<file path="src/rtl/mem_burst_reader_pkg.sv">
// -----------------------------------------------------------------------------
// mem_pkg
// Shared definitions for the memory burst reader:
//   state_t    - burst FSM state encoding (3 bits)
//   RD_LAT_W   - width of the read-latency down-counter
//   PAR_MAX_W  - widest word the parity helper accepts
//   odd_parity - XOR reduction; only used when RD_PARITY_EN is defined
// -----------------------------------------------------------------------------
package mem_pkg;

   typedef enum logic [2:0] {
      IDLE  = 3'd0,
      ISSUE = 3'd1,
      WAIT  = 3'd2,
      HOLD  = 3'd3,
      FIN   = 3'd4
   } state_t;

   // Counter holds RD_LAT-1, so two bits cover latencies 1..4.
   localparam int RD_LAT_W  = 2;
   localparam int PAR_MAX_W = 64;

   // Returns 1 when the word has an odd number of ones, i.e. an even-parity
   // word (data plus its parity bit) has been corrupted.
   function automatic logic odd_parity(input logic [PAR_MAX_W-1:0] word);
      odd_parity = ^word;
   endfunction

endpackage

</file>
<file path="src/rtl/mem_burst_reader_rd_hold_reg.sv">
// -----------------------------------------------------------------------------
// rd_hold_reg
// Enable register that captures a read word and holds it until the next
// capture. Used for out_data (and out_err when parity checking is built in).
// Ports:
//   clk  - system clock
//   rst  - asynchronous active-high reset, clears the register
//   load - capture d on this rising edge
//   d    - word to capture
//   q    - held word
// -----------------------------------------------------------------------------
module rd_hold_reg #(
   parameter int W = 8
) (
   input  logic         clk,
   input  logic         rst,
   input  logic         load,
   input  logic [W-1:0] d,
   output logic [W-1:0] q
);

   // Capture on load, otherwise hold.
   always_ff @(posedge clk or posedge rst) begin
      if (rst) begin
         q <= '0;
      end else if (load) begin
         q <= d;
      end else begin
         q <= q;
      end
   end

endmodule

</file>
<file path="src/rtl/mem_burst_reader.sv">
// -----------------------------------------------------------------------------
// mem_burst_reader
// Read-side controller for the register memory. Accepts a (base, len) burst
// request, issues one read at a time, waits RD_LAT cycles for the data,
// captures it and offers it on a valid/ready stream. Addresses wrap modulo
// 2**ADDR_W.
// Optional build macro: RD_PARITY_EN - mem_rdata gains an even-parity MSB and
// out_err flags a parity failure alongside out_data.
// Ports:
//   clk, rst       - clock, asynchronous active-high reset
//   start          - burst request pulse (only honoured while idle)
//   base_addr, len - first address and word count (0..2**ADDR_W)
//   busy, done     - burst in progress / one-cycle completion pulse
//   mem_addr       - read address, held outside the strobe cycle
//   mem_rd_en      - one-cycle read strobe
//   mem_rdata      - read data, valid RD_LAT cycles after the strobe
//   out_data       - captured word (parity bit stripped)
//   out_err        - parity failure for out_data (RD_PARITY_EN only)
//   out_valid      - out_data valid
//   out_ready      - consumer accepts on out_valid && out_ready
// -----------------------------------------------------------------------------
module mem_burst_reader
   import mem_pkg::*;
#(
   parameter int DATA_W = 8,
   parameter int ADDR_W = 4,
   parameter int RD_LAT = 1
) (
   input  logic              clk,
   input  logic              rst,
   input  logic              start,
   input  logic [ADDR_W-1:0] base_addr,
   input  logic [ADDR_W:0]   len,
   output logic              busy,
   output logic              done,
   output logic [ADDR_W-1:0] mem_addr,
   output logic              mem_rd_en,
`ifdef RD_PARITY_EN
   input  logic [DATA_W:0]   mem_rdata,
   output logic              out_err,
`else
   input  logic [DATA_W-1:0] mem_rdata,
`endif
   output logic [DATA_W-1:0] out_data,
   output logic              out_valid,
   input  logic              out_ready
);

`ifdef RD_PARITY_EN
   localparam int HOLD_W = DATA_W + 1;
`else
   localparam int HOLD_W = DATA_W;
`endif

   state_t                state_r;
   logic [ADDR_W-1:0]     addr_r;
   logic [ADDR_W:0]       remaining_r;
   logic [RD_LAT_W-1:0]   lat_r;
   logic [ADDR_W-1:0]     addr_next_s;
   logic                  capture_s;
   logic [HOLD_W-1:0]     hold_d_s;
   logic [HOLD_W-1:0]     hold_q_s;

   assign addr_next_s = addr_r + ADDR_W'(1);
   // Data is valid in the last WAIT cycle, when the countdown has reached zero.
   assign capture_s   = (state_r == WAIT) && (lat_r == '0);

`ifdef RD_PARITY_EN
   assign hold_d_s = {odd_parity(PAR_MAX_W'(mem_rdata)), mem_rdata[DATA_W-1:0]};
   assign out_err  = hold_q_s[DATA_W];
`else
   assign hold_d_s = mem_rdata;
`endif
   assign out_data = hold_q_s[DATA_W-1:0];

   rd_hold_reg #(
      .W    (HOLD_W)
   ) u_hold (
      .clk  (clk),
      .rst  (rst),
      .load (capture_s),
      .d    (hold_d_s),
      .q    (hold_q_s)
   );

   // Burst FSM with its counters and registered control outputs.
   always_ff @(posedge clk or posedge rst) begin
      if (rst) begin
         state_r     <= IDLE;
         addr_r      <= '0;
         remaining_r <= '0;
         lat_r       <= '0;
         busy        <= 1'b0;
         done        <= 1'b0;
         mem_addr    <= '0;
         mem_rd_en   <= 1'b0;
         out_valid   <= 1'b0;
      end else begin
         case (state_r)
            IDLE: begin
               done      <= 1'b0;
               mem_rd_en <= 1'b0;
               if (start) begin
                  if (len != '0) begin
                     addr_r      <= base_addr;
                     remaining_r <= len;
                     busy        <= 1'b1;
                     // Strobe is registered so it is high exactly in ISSUE.
                     mem_addr    <= base_addr;
                     mem_rd_en   <= 1'b1;
                     state_r     <= ISSUE;
                  end else begin
                     done    <= 1'b1;
                     state_r <= FIN;
                  end
               end
            end
            ISSUE: begin
               mem_rd_en <= 1'b0;
               lat_r     <= RD_LAT_W'(RD_LAT - 1);
               state_r   <= WAIT;
            end
            WAIT: begin
               if (lat_r == '0) begin
                  out_valid <= 1'b1;
                  state_r   <= HOLD;
               end else begin
                  lat_r <= lat_r - RD_LAT_W'(1);
               end
            end
            HOLD: begin
               if (out_ready) begin
                  out_valid   <= 1'b0;
                  remaining_r <= remaining_r - (ADDR_W+1)'(1);
                  addr_r      <= addr_next_s;
                  if (remaining_r > (ADDR_W+1)'(1)) begin
                     mem_addr  <= addr_next_s;
                     mem_rd_en <= 1'b1;
                     state_r   <= ISSUE;
                  end else begin
                     done    <= 1'b1;
                     state_r <= FIN;
                  end
               end
            end
            FIN: begin
               done    <= 1'b0;
               busy    <= 1'b0;
               state_r <= IDLE;
            end
            default: begin
               busy      <= 1'b0;
               done      <= 1'b0;
               mem_rd_en <= 1'b0;
               out_valid <= 1'b0;
               state_r   <= IDLE;
            end
         endcase
      end
   end

endmodule

</file>
<file path="config.mk">
export PLATFORM = sky130hd
export DESIGN_NAME = mem_burst_reader
export DESIGN_NICKNAME = d
export VERILOG_FILES = /design/src/rtl/mem_burst_reader_pkg.sv /design/src/rtl/mem_burst_reader_rd_hold_reg.sv /design/src/rtl/mem_burst_reader.sv
export SDC_FILE = /design/constraint.sdc
export NUM_CORES = 1
export LEC_CHECK = 0
export ABC_CLOCK_PERIOD_IN_PS = 2100
export BUFFER_PORTS_ARGS = -buffer_cell sky130_fd_sc_hd__buf_2
export CAP_MARGIN = 0
export CORE_MARGIN = 2
export CORE_UTILIZATION = 50
export CTS_CLUSTER_DIAMETER = 40
export DETAILED_ROUTE_END_ITERATION = 10
export GPL_ROUTABILITY_DRIVEN = 0
export GPL_TIMING_DRIVEN = 0
export PLACE_DENSITY = 0.84
export REMOVE_ABC_BUFFERS = 1
export SYNTH_ARGS = -nofsm -noshare
export SYNTH_HDL_FRONTEND = slang
export SYNTH_SLANG_ARGS = --single-unit
</file>
<file path="constraint.sdc">
create_clock -name clk -period 2.1 [get_ports clk]
set_input_delay 0.21 -clock clk [delete_from_list [all_inputs] [get_ports clk]]
set_output_delay 0.21 -clock clk [all_outputs]
set_load 0.01 [all_outputs]
</file>
## After elaboration in Yosys (flattened, before gate mapping)

Cells that the tools add are included.

| cells by class | value |
|---|---|
| bitwise operators | 4 |
| reductions and logical operators | 18 |
| equality and inequality tests | 11 |
| multiplexer cells | 35 |
| $lt $le $gt $ge | 1 |
| add/sub/neg operators | 3 |

Operators with widths:

| operator | count |
|---|---|
| two-way mux 4 bit | 5 |
| one-hot mux 4 bit (2 select lines) | 2 |
| two-way mux 3 bit | 5 |
| two-way mux 5 bit | 3 |
| AND reduction 3 bit | 5 |
| two-way mux 1 bit | 12 |
| inequality test 2 bit (second input constant) | 6 |
| one-hot mux 3 bit (4 select lines) | 1 |
| one-hot mux 5 bit (2 select lines) | 1 |
| one-hot mux 1 bit (3 select lines) | 3 |
| equality test 3 x 2 -> 1 bit (second input constant) | 2 |
| OR reduction 3 bit | 2 |
| greater-than comparator 5 x 1 -> 1 bit (second input constant) | 1 |
| AND reduction 5 bit | 1 |
| nonzero test 5 bit | 1 |
| subtractor 5 x 1 -> 5 bit (second input constant) | 1 |
| adder 4 x 1 -> 4 bit (second input constant) | 1 |
| inverter 1 bit | 4 |
| one-hot mux 2 bit (2 select lines) | 1 |
| AND reduction 4 bit | 1 |
| nonzero test 2 bit | 2 |
| OR reduction 2 bit | 2 |
| equality test 3 x 1 -> 1 bit (second input constant) | 1 |
| equality test 3 bit (second input constant) | 1 |
| 8 further kinds | 8 |

| storage, ports and cells | value |
|---|---|
| logic and storage cells | 82 |
| bits in registers | 30 |
| output and inout port bits | 16 |
| bits of input ports | 21 |

## Depth between registers and ports, before layout

Gate-level depths: netlist of the first run.

| logic depth | value |
|---|---|
| depth in word-level cells | 4 |
| depth in mapped cells | 6 |
| mapped depth without buffers | 6 |

## Modules after synthesis

Synthesis of the first run repeated with hierarchy kept, for this count alone.

| second synthesis, totals | value |
|---|---|
| cell total of the unflattened synthesis | 155 |
| area, all modules | 1622.8 um^2 |

By module, submodules not included:

| module | seq. area each (um^2) | cells an instance | area an instance (um^2) | times used |
|---|---|---|---|---|
| mem_burst_reader | 550.5 | 137 | 1287.5 | 1 |
| rd_hold_reg | 200.2 | 18 | 335.3 | 1 |

## Worst setup path after synthesis of the first run

No wires, ideal clock.

| timing path | value |
|---|---|
| kind | input to register |
| from | input port len[2] |
| to | register mem_addr[3] |
| library setup time | 0.125 ns |
| arrival time | 1.517 ns |
| slack | 0.458 ns |
| stages on the path | 4 |
| buffers on the path | 0 |
| required time | 1.975 ns |
| cell sequence | or4_4 o211a_4 a21oi_4 mux2_4 |

| between the ends | value |
|---|---|
| word-level cells in the longest chain between the ends | 3 |

RTL lines:

| element | line | source |
|---|---|---|
| start: declaration | mem_burst_reader.sv:33 | `input logic [ADDR_W:0] len,` |
| nonzero test 5 bit | mem_burst_reader.sv:104 | `if (len != '0) begin` |
| inequality test 2 bit (no line) | n/a |  |
| AND reduction 5 bit (no line) | n/a |  |
| end signal: assignment | mem_burst_reader.sv:109 | `mem_addr <= base_addr;` |
| end signal: assignment | mem_burst_reader.sv:137 | `mem_addr <= addr_next_s;` |
| end: declaration | mem_burst_reader.sv:36 | `output logic [ADDR_W-1:0] mem_addr,` |

No other way between the ends.
A chain may end at the register's enable or synchronous reset.

## Final worst setup path of the first run

| timing path | value |
|---|---|
| from | register state_r[2] |
| to | register mem_addr[0] |

| between the ends | value |
|---|---|
| word-level cells in the longest chain between the ends | 3 |
| elaborated cells on any way between the ends | 9 |
| those cells by class | eq/ne (5); mux (1); reduce/logical (3) |

RTL lines:

| element | line | source |
|---|---|---|
| start: declaration | mem_burst_reader.sv:55 | `state_t state_r;` |
| start signal: assignment | mem_burst_reader.sv:89 | `state_r <= IDLE;` |
| start signal: assignment | mem_burst_reader.sv:111 | `state_r <= ISSUE;` |
| start signal: assignment | mem_burst_reader.sv:114 | `state_r <= FIN;` |
| equality test 3 x 2 -> 1 bit or logical NOT 3 bit (tied branches) | mem_burst_reader.sv:99 | `case (state_r)` |
| inequality test 2 bit (no line) or nonzero test 2 bit (tied branches) | n/a |  |
| AND reduction 5 bit (no line) | n/a |  |

Several ways; a longest one is shown, not always the timed one.

==> results of run 1 <==
layer usage:
metal,wire length [um],vias to the layer above,GRT usage
li1,-,624,-
met1,1550,640,0.284
met2,1850,45,0.343
met3,147,8,0.0651
met4,74,0,0.124
met5,0,-,0
cell type report:
type                       count  area, sq um
fill                         256         1190
multi-input combinational    106          815
sequential                    30          751
timing repair buffer          36          180
tap                           44         55.1
clock buffer                   7         45.0
inverter                      10         37.5
cells in the final DEF, fill, tap and decap left out, types with 2 or more instances in the layout:
cell / n
o22ai_1: 3
mux2_1: 3
or4_1: 2
mux2_2: 6
clkbuf_4: 5
mux2_4: 7
nand3_1: 4
o21ai_0: 11
buf_2: 36
a21oi_1: 8
a211oi_1: 3
ha_1: 4
a21oi_4: 2
nor3_1: 3
o21ai_1: 2
a22o_1: 4
clkbuf_1: 2
nor2_1: 11
dfrtp_1: 30
nand2_1: 10
inv_1: 10
a2bb2oi_1: 4
metrics by stage:
stage / std cells / hold WS, ns / worst slack (ns) / util / power [mW]
after floorplan: 146 / 0.301 / 0.458 / - / 2.08
after global placement: 226 / 0.427 / 0.278 / 0.597 / 2.41
after detailed placement: 226 / 0.433 / 0.223 / 0.597 / 2.51
after CTS: 233 / 0.106 / 0.227 / 0.612 / 2.82
after global routing: 233 / 0.0801 / 0.104 / 0.612 / 3.03
final: 233 / 0.114 / 0.180 / 0.612 / 2.82
cell families (layout without fill, tap and decap cells):
group | count (synthesis) | count (layout)
muxes | 16 | 16
DFF | 30 | 30
buffers and inverters | 16 | 53
adders and majority gates | 4 | 4
AOI/OAI and AO/OA | 44 | 44
and+or+nand+nor | 40 | 40
xor gates and xnor gates | 2 | 2
power groups by stage:
| stage | sequential, mW | clock [mW] | combinational (mW) |
|---|---|---|---|
| after floorplan | 1.14 | 0 | 0.943 |
| after global placement | 1.08 | 0 | 1.33 |
| after detailed placement | 1.11 | 0 | 1.40 |
| after CTS | 1.10 | 0.309 | 1.40 |
| after global routing | 1.15 | 0.353 | 1.53 |
| final | 1.12 | 0.307 | 1.40 |
sequential cells by signal (all words and copies together) (netlist names), 2 cells and up:
register     count
u_hold.q         8
remaining_r      5
addr_r           4
mem_addr         4
state_r          3
lat_r            2
worst paths after layout:
path	end	slack [ns]
max	mem_addr[0]	0.18
min	u_hold.q[6]	0.11
max reg2reg	mem_addr[0]	0.18
min reg2reg	u_hold.q[6]	0.49
max in group asynchronous	mem_addr[3]	1.25
min in group asynchronous	remaining_r[0]	0.17
worst max-delay path, stage by stage, from the launching register on:
cell,delay (ns)
dfrtp_1,0.61
nand3b_1,0.57
nand2_1,0.23
o21ai_0,0.10
mux2_4,0.28
==> reports/qor.txt, run 1 <==
Outcome: finished clean
Internal power: 1.67 mW
Top-count cell post-synth: dfrtp_1
Area share of the largest cell type after synthesis: 0.461
Clock tree from TritonCTS: done
Slew Viols, Final: 0
Die width: 61.1 um
Avg Inst Size Synth: 10.7 sq um
Tmin final: 1.92 ns
Initial Util: 0.529
Root buf cell: clkbuf_4
Number of synthesized flops with an enable pin: 0
Worst min-delay path startpoint: mem_rdata[6]
Distinct cells, synth: 40
Largest family of logic cells by synthesized area: compound AO/OA/AOI/OAI gates
Largest net degree at the start of global routing: 31
Max clock buf depth: 2
Worst Hold Class: input port to flip-flop
Die ar.: 0.00373 sq mm
CTS Sinks: 30
NetSw: 1.15 mW
XOR/XNOR Fraction of Synth Area: 0.0108
WL/cell: 15.5 um
Initial DRC Count: 35
Final #Nets: 214
Total global routing overflow: 0
Worst Path Max Fanout: 16
FP Rows: 20
Post-CTS Resized: 0
Final Hold Fails: 0
Mux cell area share after synthesis: 0.127
Fin crit share: 0.914
Synthesis Warnings: 0
F_max: 0.521 GHz
Area contributors post-synth: dfrtp_1, mux2_4, mux2_2
Initial antenna violation count: 0
Worst Setup SP: state_r[2]
CP endpoint kind: flip-flop
Sw Share: 0.409
Static leakage: 0.877 nW
First-pass GRT wire length: 5930 um
Layout area overhead: 15.7%
RSZ-0062 raised after global routing: no
Post-place instance area: 0.00184 sq mm
H-tree levels: 2
Layout cells sized above 1: 0.333
Clk pwr share: 0.109
Async SR Flop Fraction: 1.00
Drt pass-1 iters: 4
Hold Path Cell Cnt: 2
GRT Resource Usage Total: 0.224
Core Region: 0.00308 sq mm
Post-Synth Simple-Gate Area: 0.128
DP Wirelength: 2640 um
Number of global-route vias before repair: 1294
Seq cells post-synth: 30
FF-to-FF Start: state_r[2]
Sequential share of power: 0.396
DR vias/cell: 5.65
Cell Area, Synth: 0.00163 sq mm
Ys flop type: dfrtp_1
Synth Area in Compound Gates: 0.204
Worst R2R Path Depth: 4
Post-Synth Adder-Cell Area: 0.0307
Final ANT Viol Nets: 0
# hold bufs at CTS: 0
Sequential area share after synthesis: 0.461
Residual DRC: 0
Input/output buffers: 36
Largest area contributor in the netlist: dfrtp_1
Final WL: 3620 um
Antenna cell count: 0
Peak supply drop: 626 uV
CP Launch Type: flip-flop
Pwr dens: 1500 mW/mm^2
Slew margin rel.: 0.252
Skew final: 0.0109 ns
Clk Latency, worst-skew pair: 0.32 ns
Clock-pin slew on the worst setup and hold paths: 0.09 ns
Max-cap violations: 0
Number of CTS-inserted buffers: 5
WP data required: 2.30 ns
I/O pin count: 37
Worst EP arrival: 2.12 ns
Setup violations, final: 0
Top post-synthesis cells by count: dfrtp_1, nor2_1, o21ai_0, inv_1, nand2_1
Worst slew pin tran: 1.12 ns
Setup Crit Path Kind: flip-flop to flip-flop
Setup TNS: 0 ns
Postcts setup bufs: 0
Routed vias: 1317
Design area: 0.00188 sq mm
Comb pwr share: 0.495
Synth Instances: 152
Die Span Y: 61.1 um
No activity file was read; power rests on OpenSTA's default activity.
==> run 2: changes to the inputs <==
--- a/config.mk
+++ b/config.mk
@@ -10,3 +10,2 @@
 export CAP_MARGIN = 0
-export CORE_MARGIN = 2
 export CORE_UTILIZATION = 50
--- a/constraint.sdc
+++ b/constraint.sdc
@@ -3,2 +3,2 @@
 set_output_delay 0.21 -clock clk [all_outputs]
-set_load 0.01 [all_outputs]
+set_load 0.02 [all_outputs]
==> run 2 against run 1 <==
- non-clock buffer count is the same
- final cell count grew 0.43%
- global-route usage grew 1.2 points
- hold slack lost 0.025 ns
- critical path depth shrank 1
==> reports/qor.txt, run 2 (same netlist as run 1, synthesis figures left out) <==
Total global routing overflow: 0 (unchanged)
GRT Resource Usage Total: 0.236 (was 0.224)
Critical path depth: 3 (was 4)
Layout Cells excl Fill: 234 (was 233)
Met1 usage: 0.282 (was 0.284)
Sw Share: 0.425 (was 0.409)
Final WL: 3510 um (was 3620 um)
CP Buf/Inv Count: 0 (unchanged)
M2 GR Usage: 0.391 (was 0.343)
First-pass GRT wire length: 5890 um (was 5930 um)
Clock-pin slew on the worst setup and hold paths: 0.08 ns (was 0.09 ns)
Die ar.: 0.00349 sq mm (was 0.00373 sq mm)
FF-to-FF End: u_hold.q[1] (was mem_addr[0])
CP max stage cell: dfrtp_1 (unchanged)
F_max: 0.539 GHz (was 0.521 GHz)
Clk Latency, worst-skew pair: 0.34 ns (was 0.32 ns)
Slew Viols, Final: 0 (unchanged)
Final core utilization: 0.617 (was 0.612)
CP endpoint: u_hold.q[1] (was mem_addr[0])
Layout cells sized above 1: 0.342 (was 0.333)
Largest net degree at the start of global routing: 31 (unchanged)
Worst R2R Path Depth: 3 (was 4)
I/O pin count: 37 (unchanged)
Postcts setup bufs: 0 (unchanged)
CP endpoint kind: flip-flop (unchanged)
Largest register by flop count: u_hold.q (unchanged)
Initial Util: 0.529 (unchanged)
FF-to-FF Start: state_r[1] (was state_r[2])
Worst Hold Class: input port to flip-flop (unchanged)
Placed Instances: 226 (unchanged)
CTS Sinks: 30 (unchanged)
Clock tree from TritonCTS: done (unchanged)
Setup TNS: 0 ns (unchanged)
Initial antenna violation count: 0 (unchanged)
Kind of cell adding the most delay to the critical path: simple AND/OR/NAND/NOR gates (unchanged)
Outcome: finished clean (unchanged)
Skew final: 0.00879 ns (was 0.0109 ns)
# hold bufs at CTS: 0 (unchanged)
Tmin final: 1.85 ns (was 1.92 ns)
Worst Setup SP: state_r[1] (was state_r[2])
NetSw: 1.26 mW (was 1.15 mW)
GR peak layer: met2 (unchanged)
Die Span Y: 59.1 um (was 61.1 um)
Worst Path Max Fanout: 17 (was 16)
Setup Crit Path Kind: flip-flop to flip-flop (unchanged)
Worst path cell trace: nand2_1 > nor3_2 > mux2_2 (was nand3b_1 > nand2_1 > o21ai_0 > mux2_4)
Input/output buffers: 36 (unchanged)
Post-CTS Resized: 0 (unchanged)
Die width: 59.1 um (was 61.1 um)
Most frequent cells in the layout: buf_2, dfrtp_1, nor2_1, o21ai_0 (unchanged)
Comb pwr share: 0.510 (was 0.495)
M3 GR Usage: 0.0699 (was 0.0651)
Routed vias: 1316 (was 1317)
DR vias/cell: 5.62 (was 5.65)
Largest register FFs: 8 (unchanged)
Pwr dens: 1560 mW/mm^2 (was 1500 mW/mm^2)
Commonest non-fill, non-tap cell in the layout: buf_2 (unchanged)
Min Hold Slack: 0.0892 ns (was 0.114 ns)
Static leakage: 0.887 nW (was 0.877 nW)
Fin crit share: 0.883 (was 0.914)
Number of CTS-inserted buffers: 5 (unchanged)
Max-cap violations: 0 (unchanged)
RSZ-0062 raised after global routing: no (unchanged)
WL/cell: 15.0 um (was 15.5 um)
Final Hold Fails: 0 (unchanged)
Peak supply drop: 625 uV (was 626 uV)
CP Launch Type: flip-flop (unchanged)
Initial DRC Count: 81 (was 35)
Internal power: 1.70 mW (was 1.67 mW)
Layout area overhead: 16.6% (was 15.7%)
Worst slew pin tran: 1.10 ns (was 1.12 ns)
Antenna cell count: 0 (unchanged)
Drt pass-1 iters: 4 (unchanged)
Max clock buf depth: 2 (unchanged)
FP Rows: 20 (unchanged)
Root buf cell: clkbuf_4 (unchanged)
DP Wirelength: 2590 um (was 2640 um)
Core Region: 0.00308 sq mm (unchanged)
WP data required: 2.32 ns (was 2.30 ns)
CP peak stage delay: 0.65 ns (was 0.61 ns)
Regs by FF count: u_hold.q x8, remaining_r x5 (unchanged)
H-tree levels: 2 (unchanged)
Final ANT Viol Nets: 0 (unchanged)
Reg2Reg Setup Slack: 0.25 ns (was 0.18 ns)
Clk pwr share: 0.119 (was 0.109)
Residual DRC: 0 (unchanged)
Worst EP arrival: 2.07 ns (was 2.12 ns)
Final #Nets: 214 (unchanged)
Sequential share of power: 0.372 (was 0.396)
Slew margin rel.: 0.265 (was 0.252)
Number of global-route vias before repair: 1265 (was 1294)
Setup violations, final: 0 (unchanged)
## run 2: changes by cell type in the layout (fill, tap and decap cells not counted)
cell / delta
clkinv_2: +1
clkbuf_8: +1
clkbuf_1: -1
## run 2: cell type report
type                            instances  area [sq um]
Fill cell                             261          1180
Multi-Input combinational cell        106           815
Sequential cell                        30           751
Timing Repair Buffer                   36           180
Clock buffer                            7          55.1
Tap cell                               44          55.1
Inverter                               10          37.5
Clock inverter                          1          5.00
## run 2: power groups by stage
stage	logic (mW)	registers (mW)	clock network, mW
6_report	1.51	1.10	0.352
5_1_grt	1.67	1.14	0.391
4_1_cts	1.52	1.10	0.362
3_5_place_dp	1.51	1.11	0
3_3_place_gp	1.44	1.08	0
2_1_floorplan	0.943	1.26	0
## run 2: how the worst min path moves through the flow
| stage | start | to | slack (ns) | depth (start not counted) |
|---|---|---|---|---|
| global route | mem_rdata[0] | u_hold.q[0] | 0.09 | 2 |
| CTS | mem_rdata[0] | u_hold.q[0] | 0.09 | 2 |
| detailed placement | mem_rdata[0] | u_hold.q[0] | 0.43 | 2 |
| global placement | mem_rdata[0] | u_hold.q[0] | 0.43 | 2 |
| finish | mem_rdata[0] | u_hold.q[0] | 0.09 | 2 |
| floorplan | rst | addr_r[0] | 0.30 | 1 |
## run 2: stage by stage
step / worst slack, ns / power (mW) / cell area, sq um
floorplan: 0.458 / 2.20 / 1600
global placement: 0.293 / 2.53 / 1840
detailed placement: 0.267 / 2.62 / 1840
CTS: 0.246 / 2.98 / 1900
global route: 0.0791 / 3.20 / 1900
finish: 0.246 / 2.96 / 1900
## run 2: worst reg2reg max path: cells and delay by family (launching register included)
family        cells  cell delay (ns)
simple gates      2             0.68
flops             1             0.65
mux               1             0.42
## run 2: layer usage
metal | up-vias | part of all wire
met5 | - | 0
met4 | 0 | 0.036
met3 | 14 | 0.038
met2 | 41 | 0.51
met1 | 639 | 0.42
li1 | 622 | -
==> run 3: changes to the inputs <==
- PLACE_DENSITY: 0.84 -> 0.81
==> run 3 against run 2 <==
- clock-buffer cell count is 1 lower
- hold slack gained 0.020 ns
- combinational power hardly changed
- final cell count stayed put
- global-route usage down 0.40 points
- fmax decreased by 4.0%
- sequential share of layout area shrank 1.0 points
- first-iteration DRC count down 40%
- sequential power is essentially flat
- register-to-register slack got worse by 0.08 ns
- worst setup slack got worse by 0.077 ns
- critical endpoint is now mem_addr[3]
==> reports/qor.txt, run 3 (same netlist as run 1, synthesis figures left out) <==
Post-place setup slack: 0.239 ns (was 0.267 ns)
First-pass GRT wire length: 5840 um (was 5890 um)
CP endpoint kind: flip-flop (unchanged)
Worst Hold Class: input port to flip-flop (unchanged)
Die ar.: 0.00349 sq mm (unchanged)
Commonest non-fill, non-tap cell in the layout: buf_2 (unchanged)
Final core utilization: 0.633 (was 0.617)
Clock-pin slew on the worst setup and hold paths: 0.11 ns (was 0.08 ns)
Final WL: 3470 um (was 3510 um)
Setup Crit Path Kind: flip-flop to flip-flop (unchanged)
Final #Nets: 214 (unchanged)
DP Wirelength: 2490 um (was 2590 um)
Initial Util: 0.529 (unchanged)
Final worst setup slack: 0.169 ns (was 0.246 ns)
# hold bufs at CTS: 0 (unchanged)
Max-cap violations: 0 (unchanged)
Routed vias: 1337 (was 1316)
Worst EP arrival: 2.14 ns (was 2.07 ns)
Hold Path Cell Cnt: 2 (unchanged)
Post-place instance area: 0.00184 sq mm (unchanged)
Slew margin rel.: 0.241 (was 0.265)
Drt pass-1 iters: 4 (unchanged)
Largest net degree at the start of global routing: 31 (unchanged)
Worst path cell trace: nand3b_1 > nand2_1 > o21ai_0 > mux2_4 (was nand2_1 > nor3_2 > mux2_2)
Layout area overhead: 19.8% (was 16.6%)
Initial antenna violation count: 0 (unchanged)
Setup TNS: 0 ns (unchanged)
Min Hold Slack: 0.110 ns (was 0.0892 ns)
GRT Resource Usage Total: 0.232 (was 0.236)
Worst R2R Path Depth: 4 (was 3)
Worst Path Max Fanout: 17 (unchanged)
H-tree levels: 2 (unchanged)
Input/output buffers: 36 (unchanged)
Worst slew pin tran: 1.14 ns (was 1.10 ns)
CP Launch Type: flip-flop (unchanged)
RSZ-0062 raised after global routing: no (unchanged)
Largest register by flop count: u_hold.q (unchanged)
Final ANT Viol Nets: 0 (unchanged)
CTS Sinks: 30 (unchanged)
Initial DRC Count: 49 (was 81)
Tmin final: 1.93 ns (was 1.85 ns)
Postcts setup bufs: 0 (unchanged)
Number of CTS-inserted buffers: 5 (unchanged)
Total global routing overflow: 0 (unchanged)
Kind of cell adding the most delay to the critical path: simple AND/OR/NAND/NOR gates (unchanged)
Max clock buf depth: 2 (unchanged)
Clk Latency, worst-skew pair: 0.33 ns (was 0.34 ns)
Die Span Y: 59.1 um (unchanged)
Largest register FFs: 8 (unchanged)
I/O pin count: 37 (unchanged)
Critical path depth: 4 (was 3)
Pwr dens: 1650 mW/mm^2 (was 1560 mW/mm^2)
Setup violations, final: 0 (unchanged)
Clock tree from TritonCTS: done (unchanged)
Design area: 0.00195 sq mm (was 0.00190 sq mm)
Final Hold Fails: 0 (unchanged)
Layout cells sized above 1: 0.347 (was 0.342)
FP Rows: 20 (unchanged)
CP Buf/Inv Count: 0 (unchanged)
Most frequent cells in the layout: buf_2, dfrtp_1, nor2_1, o21ai_0 (unchanged)
Fin crit share: 0.919 (was 0.883)
CP max stage cell: dfrtp_1 (unchanged)
Post-CTS Resized: 0 (unchanged)
Static leakage: 0.910 nW (was 0.887 nW)
Outcome: finished clean (unchanged)
Antenna cell count: 0 (unchanged)
Slew Viols, Final: 0 (unchanged)
CP peak stage delay: 0.67 ns (was 0.65 ns)
Root buf cell: clkbuf_4 (unchanged)
Number of global-route vias before repair: 1290 (was 1265)
Skew final: 0.0191 ns (was 0.00879 ns)
WP data required: 2.31 ns (was 2.32 ns)
Peak supply drop: 756 uV (was 625 uV)
Residual DRC: 0 (unchanged)
Core Region: 0.00308 sq mm (unchanged)
F_max: 0.518 GHz (was 0.539 GHz)
DR vias/cell: 5.71 (was 5.62)
WL/cell: 14.8 um (was 15.0 um)
Die width: 59.1 um (unchanged)
Regs by FF count: u_hold.q x8, remaining_r x5 (unchanged)
[run 3: cell types whose count changed in the layout (fill, tap and decap cells not counted), sizes merged]
cell,previous run,this run
clkbuf,7,6
clkinv,1,0
bufinv,0,2
[run 3: metrics by stage]
step / cells / total power [mW]
after floorplan: 146 / 2.20
after global placement: 226 / 2.53
after detailed placement: 226 / 2.61
after CTS: 234 / 3.22
after global routing: 234 / 3.43
final: 234 / 3.21
[run 3: final timing paths]
kind | from | to | slack [ns]
max | state_r[1] | mem_addr[3] | 0.17
min | mem_rdata[5] | u_hold.q[5] | 0.11
max reg2reg | state_r[1] | mem_addr[3] | 0.17
min reg2reg | u_hold.q[0] | u_hold.q[0] | 0.49
max in group asynchronous | rst | addr_r[3] | 1.25
min in group asynchronous | rst | remaining_r[3] | 0.15
[run 3: layer usage]
metal / part of all wire / global-route usage / vias to the layer above
met1: 0.44 / 0.290 / 655
met4: 0.014 / 0.0884 / 0
li1: - / - / 626
met2: 0.50 / 0.364 / 49
met5: 0 / 0 / -
met3: 0.053 / 0.0873 / 7
[run 3: power breakdown]
| part | total [mW] | internal [mW] | switching [mW] |
|---|---|---|---|
| clock network | 0.605 | 0.403 | 0.202 |
| registers | 1.10 | 0.845 | 0.253 |
| logic | 1.51 | 0.694 | 0.814 |
| total | 3.21 | 1.94 | 1.27 |
[run 3: area by class of cell]
type | count | area, sq um
fill | 265 | 1130
clock buffer | 6 | 51.3
clock inverter | 2 | 60.1
tap | 44 | 55.1
inverter | 10 | 37.5
timing repair buffer | 36 | 180
sequential | 30 | 751
multi-input combinational | 106 | 815
